===== src/rtl/ram_sdp_be.sv =====
// Single-clock simple-dual-port RAM with per-lane byte enables, 1- or 2-cycle
// registered read, selectable read-during-write behaviour and a post-reset clear engine.
module ram_sdp_be #(
  parameter int DEPTH          = 32,
  parameter int WIDTH          = 8,
  parameter int LANE           = 8,
  parameter int RD_LATENCY     = 1,
  parameter int RDW_MODE       = 0,
  parameter int CLEAR_ON_RESET = 1,
  localparam int AWIDTH        = ($clog2(DEPTH) > 1) ? $clog2(DEPTH) : 1,
  localparam int NLANE         = WIDTH / LANE
) (
  input  logic              clk,
  input  logic              rst_n,
  output logic              ready,
  input  logic              wenable,
  input  logic [AWIDTH-1:0] waddr,
  input  logic [WIDTH-1:0]  wdata,
  input  logic [NLANE-1:0]  wbe,
  input  logic              renable,
  input  logic [AWIDTH-1:0] raddr,
  output logic [WIDTH-1:0]  rdata,
  output logic              rvalid
);

  typedef enum logic [1:0] {
    ST_CLEAR,
    ST_INIT,
    ST_RUN
  } state_e;

  localparam state_e            ST_RESET  = (CLEAR_ON_RESET != 0) ? ST_CLEAR : ST_INIT;
  localparam logic [AWIDTH:0]   DEPTH_W   = (AWIDTH+1)'(DEPTH);
  localparam logic [AWIDTH-1:0] LAST_ADDR = AWIDTH'(DEPTH - 1);

  logic [WIDTH-1:0]  mem [DEPTH];
  state_e            state_q, state_d;
  logic [AWIDTH-1:0] cnt_q, cnt_d;
  logic              ready_q, ready_d;
  logic              clr_en, wr_en, rd_en, waddr_ok, raddr_ok;
  logic [WIDTH-1:0]  rd_word;
  logic [WIDTH-1:0]  d1_q, d2_q;
  logic              v1_q, v2_q;

  always_comb begin
    state_d = state_q;
    cnt_d   = cnt_q;
    clr_en  = 1'b0;
    case (state_q)
      ST_CLEAR: begin
        clr_en = 1'b1;
        cnt_d  = cnt_q + 1'b1;
        if (cnt_q == LAST_ADDR) state_d = ST_RUN;
      end
      ST_INIT: state_d = ST_RUN;
      default: state_d = ST_RUN;
    endcase
    ready_d = (state_d == ST_RUN);
  end

  assign waddr_ok = ({1'b0, waddr} < DEPTH_W);
  assign raddr_ok = ({1'b0, raddr} < DEPTH_W);
  assign wr_en    = ready_q & wenable & waddr_ok;
  assign rd_en    = ready_q & renable;

  // Forwarding merges only the enabled lanes of the concurrent write into the old word.
  always_comb begin
    rd_word = '0;
    if (raddr_ok) begin
      rd_word = mem[raddr];
      if (RDW_MODE != 0 && wr_en && waddr == raddr) begin
        for (int unsigned i = 0; i < NLANE; i++) begin
          if (wbe[i]) rd_word[i*LANE +: LANE] = wdata[i*LANE +: LANE];
        end
      end
    end
  end

  always_ff @(posedge clk) begin
    if (clr_en) begin
      mem[cnt_q] <= '0;
    end else if (wr_en) begin
      for (int unsigned i = 0; i < NLANE; i++) begin
        if (wbe[i]) mem[waddr][i*LANE +: LANE] <= wdata[i*LANE +: LANE];
      end
    end
  end

  always_ff @(posedge clk or negedge rst_n) begin
    if (!rst_n) begin
      state_q <= ST_RESET;
      cnt_q   <= '0;
      ready_q <= 1'b0;
      v1_q    <= 1'b0;
      v2_q    <= 1'b0;
      d1_q    <= '0;
      d2_q    <= '0;
    end else begin
      state_q <= state_d;
      cnt_q   <= cnt_d;
      ready_q <= ready_d;
      v1_q    <= rd_en;
      v2_q    <= v1_q;
      if (rd_en) d1_q <= rd_word;
      if (v1_q)  d2_q <= d1_q;
    end
  end

  assign ready  = ready_q;
  assign rvalid = (RD_LATENCY == 2) ? v2_q : v1_q;
  assign rdata  = (RD_LATENCY == 2) ? d2_q : d1_q;

endmodule

===== config.mk =====
export PLATFORM = sky130hd
export DESIGN_NAME = ram_sdp_be
export DESIGN_NICKNAME = d
export VERILOG_FILES = /design/src/rtl/ram_sdp_be.sv
export SDC_FILE = /design/constraint.sdc
export NUM_CORES = 1
export LEC_CHECK = 0
export CAP_MARGIN = 25
export CORE_MARGIN = 2
export CORE_UTILIZATION = 40
export DETAILED_ROUTE_END_ITERATION = 6
export DONT_BUFFER_PORTS = 1
export REMOVE_ABC_BUFFERS = 1
export SLEW_MARGIN = 20
export SYNTH_ARGS = -nofsm -noshare
export SYNTH_HDL_FRONTEND = slang
export SYNTH_SLANG_ARGS = --single-unit
export TNS_END_PERCENT = 20

===== constraint.sdc =====
create_clock -name clk -period 4.9 [get_ports clk]
set_input_delay 1.225 -clock clk [delete_from_list [all_inputs] [get_ports clk]]
set_output_delay 1.225 -clock clk [all_outputs]
set_load 0.005 [all_outputs]

### Word level (Yosys, flattened, before mapping)

Memories as Yosys holds them, arrays and structs flattened. A register that Yosys moved wholly into a read port is not among the register bits.
Index checks and enable logic that the tools add are counted.

* equality and inequality tests: 2
* div/mod/pow operators: 0
* bitwise logic cells: 2
* $add $sub $neg: 1
* shift operators: 0
* reduce and logical (&&, ||, !) cells: 3
* multiply operators: 0
* magnitude comparators: 0
* multiplexer cells: 12

Operator list (number)
* 2-to-1 mux 1 bit: 8
* 2-to-1 mux 8 bit: 1
* OR reduction 8 bit: 1
* adder 5 x 1 -> 5 bit (second input constant): 1
* equality test 5 bit (second input constant): 1
* 2-to-1 mux 5 bit: 1
* 2-to-1 mux 2 bit: 2
* bitwise AND 1 bit: 2
* equality test 2 bit (second input constant): 1
* zero test 2 bit: 1
* zero test 1 bit: 1

* memory bits (read-only): 0
* output and inout port bits: 10
* input bits: 23
* bits in writable memories: 256
* bits in latches: 0
* logic and storage cells: 25
* memories: 1
* flip-flop bits (word level): 9

Memory list
* mem: words 32, bits a word 8, read ports 1, clocked after Yosys merged registers in 1, write ports 1, line 36 `logic [WIDTH-1:0] mem [DEPTH];`

### Longest topological paths before layout

Gate-level depths: netlist (run 1).

* depth in word-level cells: 6
* mapped depth: 7

### Least setup slack after synthesis (run 1)

No wires, ideal clock.

* path type: input port to flip-flop
* from: in wenable
* to: mem mem[21][0], enable pin
* cell stages on the path: 5
* path buffers: 2
* data required time: 4530 ps
* setup slack: 2070 ps
* data arrival time: 2460 ps
* cell sequence: o2111a_1 -> buf_2 -> clkbuf_1 -> a21oi_1 -> nor2_1

* word-level cells in the longest chain between the ends: 6
* elaborated cells on any way between the ends: 7
* those cells by class: mux (5); bitwise (1); reduce/logical (1)

Ends and longest elaborated chain
* from (decl): line 16 `input logic wenable,`
* bitwise AND 1 bit (*): line 63 `assign wr_en = ready_q & wenable & waddr_ok;`
* 2-to-1 mux 1 bit (*): line 82 `end else if (wr_en) begin`
* 2-to-1 mux 1 bit (*): line 80 `if (clr_en) begin`
* 2-to-1 mux 1 bit (implied by the code) (*): line 84 `if (wbe[i]) mem[waddr][i*LANE +: LANE] <= wdata[i*LANE +: LANE];`
* OR reduction 8 bit (no line)
* 2-to-1 mux 5 bit (no line) or 2-to-1 mux 1 bit (tied branches)
* to (decl): line 36

Mark *: on every way between the ends. The rest lies on a longest branch, timed or not.

### Worst setup path in the final report (run 1)

* from: in wenable
* to: mem mem[24][0], enable pin

The elaborated chain is that of the path after synthesis.

==> results.sh, run 1 <==
export IMPL_busiest_layer="met2"
export IMPL_cts_tree="done"
export IMPL_maxSlewHeadroom_pct=32.72
export IMPL_finalCritPeriodShare_pct=62.80
export IMPL_cts_max_level=1
export IMPL_drive_gt1_share_pct=12.04
export IMPL_grt_antenna_before_repair=0
export IMPL_ioPinCount=33
export IMPL_worstSetupStartpointType="input pin"
export IMPL_cp_required_ns=5.07
export IMPL_async_flop_share_pct=6.227
export IMPL_insertion_delay_ns=0.54
export IMPL_rows=60
export IMPL_setup_viol=0
export IMPL_min_period_ns=3.077
export IMPL_synth_most_common_cell="edfxtp_1"
export IMPL_multi_input_area_sq_um=2731
export IMPL_n_antenna_cell=0
export IMPL_dp_cells=1001
export IMPL_slew_viol_final=0
export IMPL_drc=0
export IMPL_synth_top_area_share_pct=69.34
export IMPL_first_global_vias=5690
export IMPL_end_kind="register"
export IMPL_ys_seq_elements=273
export IMPL_synth_common_cells="edfxtp_1, mux2i_1, nor2_1"
export IMPL_synth_edff_count=256
export IMPL_r2r_start="state_q[1]"
export IMPL_postCtsHoldBufs=0
export IMPL_hpwlAfterDp_um=16470
export IMPL_reg2reg_depth=5
export IMPL_grt_total_usage_pct=17.72
export IMPL_fillerInstances=2338
export IMPL_routedWlPerCell_um=24.36
export IMPL_r2r_slack_ns=2.01
export IMPL_ant_nets=0
export IMPL_synth_cell_types=43
export IMPL_grt_first_pass_wirelength_um=37340
export IMPL_cts_setup_buffers=0
export IMPL_path_max_fanout=26
export IMPL_cap_violations=0
export IMPL_grt_util_met3_pct=3.791
export IMPL_syn_area_per_cell_sq_um=17.16
export IMPL_run_status="completed"
export IMPL_syn2layout_area_growth_pct=11.57
export IMPL_yosys_area_top_type="edfxtp_1"
export IMPL_seq_area_frac_synth_pct=73.17
export IMPL_root_buffer="clkbuf_16"
export IMPL_power_density_nw_per_um2=391.6
export IMPL_hold_path_class="in2async"
export IMPL_power_leakage_nw=4.327
export IMPL_drt_iter0_drc=670
export IMPL_die_h_um=170.5
export IMPL_fin_cells=1053
export IMPL_syn_cell_area_sq_um=11090
export IMPL_nets=684
export IMPL_clkSinkCount=273
export IMPL_critPathKind="in2reg"
export IMPL_num_vias=5875
export IMPL_ys_warn_count=0
export IMPL_coreArea_sq_um=27100
export IMPL_gp_congestion=0.8544
export IMPL_ir_worst_vdd_mv=0.2835
export IMPL_register_area_sq_um=8113
export IMPL_routed_via_density=5.579
export IMPL_max_freq_ghz=0.3250
export IMPL_yosys_top_cells_area="edfxtp_1, mux2i_1, dfrtp_1"
export IMPL_cts_resized=0
export IMPL_setup_ws_ns=1.823
export IMPL_routed_wl_um=25650
export IMPL_tightest_slew_ns=1.008
export IMPL_initial_core_util_pct=40.91
export IMPL_hold_viol=0
export IMPL_tns_ns=0
export IMPL_firstDrtPassIters=5
export IMPL_clk_pin_slew_ns=0.06
export IMPL_grt_max_degree=129
export IMPL_fin_util_pct=45.64
export IMPL_ys_flop_type="edfxtp_1"
export IMPL_gr_usage_met1_pct=25.12
export IMPL_netlist_instances=646
export IMPL_use_met2_pct=28.05
export IMPL_rsz0062_at_grt="false"
export IMPL_portBuffers=0
export IMPL_clockBufferDepth=3
export IMPL_cts_buffers=28
export IMPL_skew_ns=0.01036
export IMPL_crit_arrival_ns=3.25
export IMPL_die_w_um=170.5
export IMPL_pre_cts_ws_ns=1.283
export IMPL_fp_dieArea_sq_um=29070
export IMPL_grt_overflow=0
export IMPL_timing_rr_end="mem[24][0]"
==> metal layers <==
layer  part of all wire (%)  vias up
li1                       -     2608
met1                     43     2971
met2                     47      257
met3                    8.4       39
met4                    1.8        0
met5                      0        -
==> where the power goes <==
part	internal, mW	switching, mW	leakage [nW]
registers	2.56	0.0172	2.56
clock network	1.20	0.847	0.438
logic	0.0824	0.134	1.32
total	3.85	0.998	4.33
==> through the flow <==
step                power, mW  instance area [sq um]  hold slack (ns)
finish                  4.844                  12370           0.3745
global route            4.992                  12370           0.3539
CTS                     4.886                  12370           0.3509
detailed placement      2.843                  11460           0.5061
global placement        2.838                  11460           0.5018
floorplan               2.758                  10860           0.4736
==> worst max-delay path, cell delays in order <==
cell      delay, ns
o2111a_1       0.72
mux2i_1        0.41
and2_1         0.18
a21oi_1        0.10
nor2_1         0.62
==> layout by cell type, fill, tap and decap left out, drive strengths merged, types with 3 or more instances in the layout <==
| master | n |
|---|---|
| nor2 | 42 |
| mux2i | 129 |
| clkinvlp | 3 |
| a21oi | 21 |
| clkinv | 11 |
| a221oi | 16 |
| edfxtp | 256 |
| clkbuf | 36 |
| buf | 16 |
| nand2 | 14 |
| a22oi | 35 |
| a32oi | 3 |
| o41ai | 8 |
| inv | 5 |
| a22o | 16 |
| dfrtp | 17 |
| o22ai | 8 |
| and2 | 11 |
| a31oi | 5 |
==> worst max-delay path by stage <==
stage | start | slack [ns] | endpoint
6_report | wenable | 1.82 | mem[24][0]
5_1_grt | wenable | 1.65 | mem[25][4]
4_1_cts | wenable | 1.85 | mem[25][6]
3_5_place_dp | wenable | 1.28 | mem[8][4]
3_3_place_gp | wenable | 1.38 | mem[24][2]
2_1_floorplan | raddr[2] | 1.64 | rdata[2]
==> flip-flops by register name (all words and copies together), names as in the netlist <==
| name | count |
|---|---|
| state_q | 2 |
| rdata | 8 |
| mem | 256 |
| rvalid | 1 |
| ready | 1 |
| cnt_q | 5 |
==> cell families (layout without fill, tap and decap cells) <==
| group | count (synthesis) | in the layout | synth area share, % |
|---|---|---|---|
| DFF | 273 | 273 | 73.17 |
| other | 1 | 1 | 0.03382 |
| xor gates and xnor gates | 3 | 3 | 0.2370 |
| AOI/OAI and AO/OA | 114 | 114 | 8.678 |
| and+or+nand+nor | 84 | 84 | 3.544 |
| muxes | 131 | 131 | 11.85 |
| buffers and inverters | 38 | 73 | 2.257 |
| adders and majority gates | 2 | 2 | 0.2257 |
==> cell type report <==
type | count | share of cell area, %
Clock buffer | 36 | 6.150
Clock inverter | 16 | 1.194
Inverter | 5 | 0.1517
Tap cell | 372 | 3.763
Timing Repair Buffer | 16 | 1.072
Multi-Input combinational cell | 335 | 22.08
Sequential cell | 273 | 65.59
No activity file was read; power rests on OpenSTA's default activity.
==> inputs of run 2 (changes only) <==
==> constraint.sdc (replaced) <==
create_clock -name clk -period 2.8 [get_ports clk]
set_input_delay 0.7 -clock clk [delete_from_list [all_inputs] [get_ports clk]]
set_output_delay 0.7 -clock clk [all_outputs]
set_load 0.005 [all_outputs]
==> run 2 against run 1 <==
  * Non-clock buffer count is 27 higher
  * Design area is 1.7% higher
  * Critical path depth stayed put
  * Clock skew is 0.0014 ns higher
  * Cell count is 2.6% higher
  * Sequential share of layout area is 1.1 points lower
  * Clock power is 78% higher
  * Clock-buffer cell count is 6 higher
  * First-iteration DRC count is 5.8% lower
  * Largest cell class unchanged
==> results.sh, run 2 (synthesis gave the netlist of run 1 again) <==
export IMPL_hold_ws_ns=0.1407
export IMPL_grt_max_degree=129
export IMPL_path_max_fanout=8
export IMPL_coreArea_sq_um=27100
export IMPL_ioPinCount=33
export IMPL_cp_required_ns=2.97
export IMPL_cts_max_level=1
export IMPL_run_status="completed"
export IMPL_rsz0062_at_grt="false"
export IMPL_cp_common_cell="nor2_1"
export IMPL_crit_family="simple AND/OR/NAND/NOR gates"
export IMPL_portBuffers=0
export IMPL_fin_util_pct=46.43
export IMPL_drc=0
export IMPL_grt_overflow=0
export IMPL_max_freq_ghz=0.4009
export IMPL_finalCritPeriodShare_pct=89.08
export IMPL_fillerInstances=2296
export IMPL_first_global_vias=5977
export IMPL_gp_congestion=0.8009
export IMPL_cts_buffers=28
export IMPL_crit_slowest_cell="nor2_1"
export IMPL_worstSetupStartpointType="register"
export IMPL_max_stage_delay_ns=0.62
export IMPL_ant_nets=0
export IMPL_hold_path_class="in2async"
export IMPL_hpwlAfterDp_um=15910
export IMPL_top_register="mem"
export IMPL_initial_core_util_pct=40.91
export IMPL_die_w_um=170.5
export IMPL_tightest_slew_ns=0.8551
export IMPL_grt_total_usage_pct=17.73
export IMPL_power_leakage_nw=4.489
export IMPL_setup_viol=0
export IMPL_maxSlewHeadroom_pct=42.85
export IMPL_routed_wl_um=25380
export IMPL_drive_gt1_share_pct=15.68
export IMPL_drt_iter0_drc=631
export IMPL_skew_ns=0.01177
export IMPL_ir_worst_vdd_mv=0.4899
export IMPL_clockBufferDepth=3
export IMPL_nets=711
export IMPL_clk_pin_slew_ns=0.06
export IMPL_grt_antenna_before_repair=0
export IMPL_largest_reg_flops=256
export IMPL_hold_viol=0
export IMPL_syn2layout_area_growth_pct=13.49
export IMPL_rows=60
export IMPL_crit_arrival_ns=2.66
export IMPL_grt_first_pass_wirelength_um=38250
export IMPL_clkSinkCount=273
export IMPL_routedWlPerCell_um=23.50
export IMPL_routed_via_density=5.499
export IMPL_tns_ns=0
export IMPL_pre_cts_ws_ns=0.1794
export IMPL_slew_viol_final=0
export IMPL_end_kind="register"
export IMPL_die_h_um=170.5
export IMPL_crit_buf_inv=0
export IMPL_cap_violations=0
export IMPL_cts_setup_buffers=0
export IMPL_final_common_cell="edfxtp_1"
export IMPL_cts_tree="done"
export IMPL_critPathKind="reg2reg"
export IMPL_setup_ws_ns=0.3059
export IMPL_final_cell_mix="edfxtp_1, mux2i_1, nor2_1, buf_4, a22oi_1"
export IMPL_root_buffer="clkbuf_16"
export IMPL_num_vias=5939
export IMPL_insertion_delay_ns=0.54
export IMPL_min_period_ns=2.494
export IMPL_fp_dieArea_sq_um=29070
export IMPL_power_density_nw_per_um2=678.4
export IMPL_firstDrtPassIters=5
export IMPL_n_antenna_cell=0
export IMPL_crit_path_cell_trace="o2111a_1 > and2b_1 > nor2_1 > a22oi_1 > nor2_1"
==> run 2: changes by cell type in the layout (fill, tap and decap cells not counted), sizes merged <==
cell and change:
buf +27, clkbuf +6, clkinvlp -2, clkinv -3, bufinv -1
==> run 2: worst paths after layout <==
check | startpoint | endpoint | slack (ns) | cells past startpoint
worst min-delay path | rst_n | rdata[1] | 0.14 | 1
worst max-delay path | state_q[1] | mem[13][3] | 0.31 | 5
max in group asynchronous | rst_n | rdata[4] | 2.30 | 1
min in group clk | rdata[5] | rdata[5] | 0.54 | 2
worst max register to register | state_q[1] | mem[13][3] | 0.31 | 5
worst min register to register | rdata[5] | rdata[5] | 0.54 | 2
==> run 2: report_power, final <==
part,switching [mW],leakage (nW),internal [mW]
Combinational,0.228,1.47,0.149
Sequential,0.0338,2.56,4.48
Clock,1.48,0.458,2.17
Total,1.74,4.49,6.80
==> run 2: area by class of cell <==
cell class | instances | area, sq um | share of cell area, %
Clock inverter | 10 | 76.32 | 0.6066
Sequential cell | 273 | 8113 | 64.48
Clock buffer | 42 | 844.6 | 6.712
Tap cell | 372 | 465.4 | 3.699
Timing Repair Buffer | 43 | 332.8 | 2.645
Inverter | 5 | 18.77 | 0.1492
Multi-Input combinational cell | 335 | 2731 | 21.71
==> run 2: worst reg2reg max path, delay by kind of cell, from the launching register on <==
kind,cells,cell delay (ns)
and+or+nand+nor,3,1.13
AOI/OAI and AO/OA,2,0.58
DFF,1,0.41
==> run 2: layer usage <==
layer / part of all wire, % / vias up / global-route usage (%)
met4: 2.4 / 0 / 4.608
met3: 6.3 / 47 / 3.651
li1: - / 2670 / -
met2: 47 / 209 / 28.63
met5: 0 / - / 0
met1: 44 / 3013 / 24.59
==> run 2: through the flow <==
stage,cells,power [mW],cell area [sq um]
6_report,1080,8.535,12580
2_1_floorplan,613,4.826,10860
4_1_cts,1080,8.587,12590
5_1_grt,1080,8.793,12580
3_5_place_dp,1027,4.973,11660
3_3_place_gp,1027,4.965,11660
==> run 2: timing repair <==
action,CTS,global route
hold buffers,1,0
resized for setup,0,0
hold endpoints to repair,17,0
